--- config.mk ---
export PLATFORM = sky130hd
export DESIGN_NAME = rat_io_responder
export DESIGN_NICKNAME = d
export VERILOG_FILES = /design/src/rtl/rat_io_pkg.sv /design/src/rtl/rat_io_edge_sync.sv /design/src/rtl/rat_io_responder.sv
export SDC_FILE = /design/constraint.sdc
export NUM_CORES = 1
export LEC_CHECK = 0
export CORE_UTILIZATION = 60
export CTS_BUF_LIST = sky130_fd_sc_hd__clkbuf_2
export DETAILED_ROUTE_END_ITERATION = 8
export PLACE_DENSITY_LB_ADDON = 0.1
export SKIP_CTS_REPAIR_TIMING = 1
export SLEW_MARGIN = 5
export SYNTH_ARGS = -nofsm -noshare
export SYNTH_HDL_FRONTEND = slang
export SYNTH_SLANG_ARGS = --single-unit
--- constraint.sdc ---
create_clock -name CLK -period 4.83 [get_ports CLK]
set_input_delay 0.966 -clock CLK [delete_from_list [all_inputs] [get_ports CLK]]
set_output_delay 0.966 -clock CLK [all_outputs]
set_load 0.01 [all_outputs]
--- src/rtl/rat_io_pkg.sv ---
`default_nettype none
// ============================================================================
// Module   : rat_io_pkg
// Purpose  : Port map, status bit layout and shared types for the RAT
//            peripheral-side I/O responder.
// Revision : 1.0  initial release
// ============================================================================
package rat_io_pkg;

    // CPU port addresses
    localparam logic [7:0] c_PORT_SWITCHES = 8'h20;
    localparam logic [7:0] c_PORT_STATUS   = 8'h21;
    localparam logic [7:0] c_PORT_MASK_RW  = 8'h22;
    localparam logic [7:0] c_PORT_LEDS     = 8'h40;
    localparam logic [7:0] c_PORT_SSEG     = 8'h81;
    localparam logic [7:0] c_PORT_TC_LO    = 8'hB0;
    localparam logic [7:0] c_PORT_TC_HI    = 8'hB1;
    localparam logic [7:0] c_PORT_ACK      = 8'hB3;
    localparam logic [7:0] c_PORT_MASK_W   = 8'hB4;

    // Status vector layout: four sticky button events, then the timer tick
    localparam int c_STATUS_W = 5;
    localparam int c_BTN_LSB  = 0;
    localparam int c_BTN_EVTS = 4;
    localparam int c_TICK     = 4;

    typedef logic [c_STATUS_W-1:0] status_t;

endpackage : rat_io_pkg
`default_nettype wire

--- src/rtl/rat_io_edge_sync.sv ---
`default_nettype none
// ============================================================================
// Module   : rat_io_edge_sync
// Purpose  : Per-bit two-flop synchronizer followed by a third flop used to
//            produce a one-cycle rising-edge pulse.
// Revision : 1.0  initial release
// ============================================================================
module rat_io_edge_sync #(
    parameter int WIDTH = 1
) (
    input  logic             clk,
    input  logic             rst,
    input  logic [WIDTH-1:0] i_async,
    output logic [WIDTH-1:0] o_rise
);

    logic [WIDTH-1:0] r_s1;
    logic [WIDTH-1:0] r_s2;
    logic [WIDTH-1:0] r_s3;

    // Metastability chain plus the delayed copy for edge detection
    always_ff @(posedge clk) begin
        if (rst) begin
            r_s1 <= '0;
            r_s2 <= '0;
            r_s3 <= '0;
        end else begin
            r_s1 <= i_async;
            r_s2 <= r_s1;
            r_s3 <= r_s2;
        end
    end

    assign o_rise = r_s2 & ~r_s3;

endmodule : rat_io_edge_sync
`default_nettype wire

--- src/rtl/rat_io_responder.sv ---
`default_nettype none
// ============================================================================
// Module   : rat_io_responder
// Purpose  : RAT CPU port-bus responder: output registers, interval timer,
//            synchronized button events and a level interrupt.
// Revision : 1.0  initial release
// ============================================================================
module rat_io_responder
    import rat_io_pkg::*;
#(
    parameter int PRESCALE = 1,
    parameter int BTN_W    = 4
) (
    input  logic             CLK,
    input  logic             RESET,
    input  logic [7:0]       PORT_ID,
    input  logic [7:0]       OUT_PORT,
    input  logic             IO_STRB,
    output logic [7:0]       IN_PORT,
    output logic             INT,
    input  logic [7:0]       SWITCHES,
    input  logic [BTN_W-1:0] BUTTONS,
    output logic [7:0]       LEDS,
    output logic [7:0]       SSEG_VAL
);

    localparam int c_PW = (PRESCALE > 1) ? $clog2(PRESCALE) : 1;

    logic [7:0]       r_sw_s1;
    logic [7:0]       r_sw_s2;
    logic [7:0]       r_leds;
    logic [7:0]       r_sseg;
    logic [7:0]       r_tc_lo;
    logic [7:0]       r_tc_hi;
    logic [c_PW-1:0]  r_pre;
    logic [15:0]      r_cnt;
    status_t          r_status;
    status_t          r_mask;
    logic             r_int;

    logic [BTN_W-1:0] w_btn_rise;
    logic [3:0]       w_btn_evt;
    logic [15:0]      w_tc;
    logic             w_tc_wr;
    logic             w_pre_wrap;
    logic             w_tick_set;
    status_t          w_set;
    status_t          w_clr;

    rat_io_edge_sync #(
        .WIDTH (BTN_W)
    ) u_btn_sync (
        .clk     (CLK),
        .rst     (RESET),
        .i_async (BUTTONS),
        .o_rise  (w_btn_rise)
    );

    // Map button edges onto the four status event bits; missing buttons read 0
    for (genvar gi = 0; gi < c_BTN_EVTS; gi++) begin : g_btn_map
        if (gi < BTN_W) begin : g_present
            assign w_btn_evt[gi] = w_btn_rise[gi];
        end else begin : g_absent
            assign w_btn_evt[gi] = 1'b0;
        end
    end

    assign w_tc       = {r_tc_hi, r_tc_lo};
    assign w_tc_wr    = IO_STRB && ((PORT_ID == c_PORT_TC_LO) || (PORT_ID == c_PORT_TC_HI));
    assign w_pre_wrap = (r_pre == c_PW'(PRESCALE - 1));
    // A TC write restarts the count, so it never coincides with a tick
    assign w_tick_set = (w_tc != 16'd0) && !w_tc_wr && w_pre_wrap && (r_cnt == w_tc - 16'd1);

    assign w_set = {w_tick_set, w_btn_evt};
    assign w_clr = (IO_STRB && (PORT_ID == c_PORT_ACK)) ? OUT_PORT[c_STATUS_W-1:0] : '0;

    // Switch synchronizer (two stages only, no edge detect needed)
    always_ff @(posedge CLK) begin
        if (RESET) begin
            r_sw_s1 <= '0;
            r_sw_s2 <= '0;
        end else begin
            r_sw_s1 <= SWITCHES;
            r_sw_s2 <= r_sw_s1;
        end
    end

    // CPU-writable registers: LEDs, seven-segment, mask, terminal count
    always_ff @(posedge CLK) begin
        if (RESET) begin
            r_leds  <= '0;
            r_sseg  <= '0;
            r_mask  <= '0;
            r_tc_lo <= '0;
            r_tc_hi <= '0;
        end else if (IO_STRB) begin
            case (PORT_ID)
                c_PORT_LEDS:                  r_leds  <= OUT_PORT;
                c_PORT_SSEG:                  r_sseg  <= OUT_PORT;
                c_PORT_MASK_RW, c_PORT_MASK_W: r_mask  <= OUT_PORT[c_STATUS_W-1:0];
                c_PORT_TC_LO:                 r_tc_lo <= OUT_PORT;
                c_PORT_TC_HI:                 r_tc_hi <= OUT_PORT;
                default:                      ;
            endcase
        end
    end

    // Prescaler and interval counter; held at zero while TC is zero
    always_ff @(posedge CLK) begin
        if (RESET) begin
            r_pre <= '0;
            r_cnt <= '0;
        end else if (w_tc_wr || (w_tc == 16'd0)) begin
            r_pre <= '0;
            r_cnt <= '0;
        end else if (w_pre_wrap) begin
            r_pre <= '0;
            r_cnt <= w_tick_set ? 16'd0 : r_cnt + 16'd1;
        end else begin
            r_pre <= r_pre + c_PW'(1);
        end
    end

    // Sticky status with write-1-to-clear; a same-edge set wins over the clear
    always_ff @(posedge CLK) begin
        if (RESET) begin
            r_status <= '0;
        end else begin
            r_status <= (r_status & ~w_clr) | w_set;
        end
    end

    // Level interrupt, registered from the current status and mask
    always_ff @(posedge CLK) begin
        if (RESET) begin
            r_int <= 1'b0;
        end else begin
            r_int <= |(r_status & r_mask);
        end
    end

    // Read mux: combinational on PORT_ID, unmapped addresses read zero
    always_comb begin
        IN_PORT = 8'h00;
        case (PORT_ID)
            c_PORT_SWITCHES: IN_PORT = r_sw_s2;
            c_PORT_STATUS:   IN_PORT = {3'b000, r_status};
            c_PORT_MASK_RW:  IN_PORT = {3'b000, r_mask};
            default:         IN_PORT = 8'h00;
        endcase
    end

    assign LEDS     = r_leds;
    assign SSEG_VAL = r_sseg;
    assign INT      = r_int;

endmodule : rat_io_responder
`default_nettype wire

==> impl_metrics.json <==
{
  "final_common_cell": "dfxtp_1",
  "drc": 0,
  "critPathKind": "in2out",
  "maxCapViolations": 0,
  "synth_compound_area_frac": 0.0755,
  "place_area_um2": 4410,
  "synthSimpleGateAreaFrac": 0.255,
  "htreeDepth": 3,
  "worstPathArrival_ns": 3.29,
  "rsz0062_at_grt": "no",
  "slowest_delay_ns": 0.74,
  "synth_xor_area_frac": 0.0866,
  "io_pins": 56,
  "synth_seq_area_share": 0.458,
  "ant_nets": 0,
  "min_path_type": "reg2reg",
  "drt-total-wl_um": 8270,
  "powerDensity_nw_per_um2": 269,
  "vias": 3130,
  "grt_usage": 0.262,
  "dp_slack_ns": 0.567,
  "synth_top_cell_by_area": "dfxtp_1",
  "synth_top_area_frac": 0.458,
  "maxSlewViolCount": 0,
  "first_iter_violations": 296,
  "n_antenna_cell": 0,
  "syn2layout_area_growth_pct": 18.1,
  "finalSetupTns_ns": 0,
  "post-route-period-util": 0.882,
  "start_kind": "primary input",
  "avgRoutedWirePerCell_um": 15.1,
  "setup_violations": 0,
  "crit_path_end_kind": "output port",
  "synth_top_family_by_area": "simple AND/OR/NAND/NOR gates",
  "die_h_um": 82.1,
  "crit_slowest_cell": "or4b_2",
  "critical_path_required_ns": 3.86,
  "cp_max_fo": 5,
  "synth_ff_type": "dfxtp_1",
  "synth-edff-count": 0,
  "synth_warnings": 0,
  "finalHoldViolations": 0,
  "crit_chain": "clkdlybuf4s50_1 > or4b_2 > nor2_1 > a222oi_1 > inv_1 > clkdlybuf4s50_1",
  "fin_nets": 500,
  "synth-adder-area-share": 0.00976,
  "synth.distinct_cells": 49,
  "netlist_area_um2": 3840,
  "outcome": "finished clean",
  "netlist_instances": 419,
  "insertion_delay_ns": 0.56,
  "clk_pin_slew_ns": 0.25,
  "die-area_um2": 6730,
  "cts_buffer_depth": 2,
  "initial_core_util": 0.634,
  "grt_max_degree": 52,
  "cpMostUsedCell": "clkdlybuf4s50_1",
  "fmax_ghz": 0.235,
  "cts_tree": "built",
  "core_um2": 6060,
  "grt_pass1_vias": 2786,
  "final_cell_area_um2": 4540,
  "crit_family": "simple AND/OR/NAND/NOR gates",
  "clockRootBuffer": "clkbuf_2",
  "setup_slack_ns": 0.572,
  "timing.critical_path.buf_inv": 3,
  "ys_ff_latch": 88,
  "dp_hpwl_um": 5690,
  "worstMarginPinSlew_ns": 0.852,
  "chipWidth_um": 82.1,
  "synth.area.mux_share": 0.0703,
  "via_per_inst": 5.73,
  "port_buffers": 55,
  "hold_ws_ns": 0.463,
  "layout-drive-gt1-share": 0.0573,
  "grt-ovfl-total": 0,
  "core.rowCount": 28,
  "place.gp.congestion": 0.856,
  "ir_drop_v": 0.000211,
  "synth_nets": 453,
  "grt_pass1_wl_um": 13200,
  "syn_area_per_cell_um2": 9.18,
  "antenna_found_initial": 0,
  "cts_made_buffers": 9,
  "synth.area.top_cells": "dfxtp_1 (46%), xnor2_1 (7.1%), mux2i_1 (7.0%), nor2_1 (6.2%), nor2b_1 (4.7%)",
  "relSlewSlack": 0.430,
  "clock-sinks": 88,
  "mostFrequentLayoutCells": "dfxtp_1 (88), nor2_1 (64), clkdlybuf4s50_1 (54)",
  "finalCriticalPeriod_ns": 4.26,
  "clock_skew_ns": 0.0266,
  "power.leakage_nw": 1.71,
  "drt_first_pass_iters": 7,
  "ys_async_sr_fraction": 0
}
-- synthesized netlist by cell type, types with 2 or more instances --
| cell | number |
|---|---|
| a222oi_1 | 6 |
| nand4b_1 | 4 |
| or4_1 | 3 |
| or3_1 | 2 |
| nand3_1 | 7 |
| and2_1 | 3 |
| buf_6 | 2 |
| nor4_1 | 18 |
| nand2b_1 | 6 |
| nand3b_1 | 2 |
| a21oi_1 | 16 |
| and3_1 | 3 |
| dfxtp_1 | 88 |
| nand4_1 | 6 |
| nor4_4 | 2 |
| clkbuf_1 | 20 |
| a22o_1 | 2 |
| o21ai_0 | 6 |
| inv_1 | 17 |
| nor2_1 | 64 |
| nand2_1 | 12 |
| xnor2_1 | 31 |
| and4b_1 | 2 |
| o2bb2ai_1 | 2 |
| xor2_1 | 7 |
| ha_1 | 3 |
| nor2b_1 | 29 |
| mux2i_1 | 27 |
| nor3_1 | 9 |
-- cell families after synthesis --
group           after synthesis
fa+ha+maj                     3
flops                        88
buf+inv                      40
xor+xnor                     38
simple gates                179
mux                          27
other cells                   1
compound gates               43
-- path summary, 6_finish.rpt --
check / startpoint / end / slack, ns / depth (start not counted)
min: r_sw_s1[0] / r_sw_s2[0] / 0.46 / 1
max reg2reg: r_tc_lo[1] / r_cnt[6] / 1.94 / 8
max: PORT_ID[4] / IN_PORT[2] / 0.57 / 6
min reg2reg: r_sw_s1[0] / r_sw_s2[0] / 0.46 / 1
-- worst register-to-register path, cell delays in order, from the launching register on --
cell and delay (ns):
dfxtp_1 0.48, inv_1 0.09, ha_1 0.29, xor2_1 0.15, nand2_1 0.06, or4_1 0.49
or4_4 0.46, nor4_4 0.63, nor4_1 0.13
-- sequential cells by signal, indices dropped and copies added, names as in the netlist, 5 cells and up --
| name | count |
|---|---|
| LEDS | 8 |
| SSEG_VAL | 8 |
| r_cnt | 16 |
| r_mask | 5 |
| r_status | 5 |
| r_sw_s1 | 8 |
| r_sw_s2 | 8 |
| r_tc_hi | 8 |
| r_tc_lo | 8 |
-- cell type report --
class,instances,area [um2]
multi-input combinational,291,1920
sequential,88,1760
fill,455,1520
timing repair buffer,59,576
tap,75,93.8
clock inverter,7,85.1
inverter,17,63.8
clock buffer,9,45.0
-- power breakdown --
part | internal (mW) | total, mW | switching [mW]
Clock | 0.131 | 0.411 | 0.281
Combinational | 0.0337 | 0.0649 | 0.0312
Sequential | 0.741 | 0.747 | 0.00514
Total | 0.906 | 1.22 | 0.317
-- through the flow --
stage | power (mW) | instances | util
finish | 1.22 | 546 | 0.749
detailed placement | 0.824 | 530 | 0.728
floorplan | 0.788 | 419 | -
CTS | 1.23 | 546 | 0.749
global route | 1.27 | 546 | 0.749
global placement | 0.823 | 530 | 0.728
-- layer usage --
| metal | vias up | GRT usage | wire length, um |
|---|---|---|---|
| met5 | - | 0 | 0 |
| met4 | 0 | 0.130 | 147 |
| met3 | 13 | 0.0489 | 596 |
| met2 | 132 | 0.424 | 3920 |
| met1 | 1453 | 0.334 | 3600 |
| li1 | 1532 | - | - |
(Power assumes the default switching activity.)
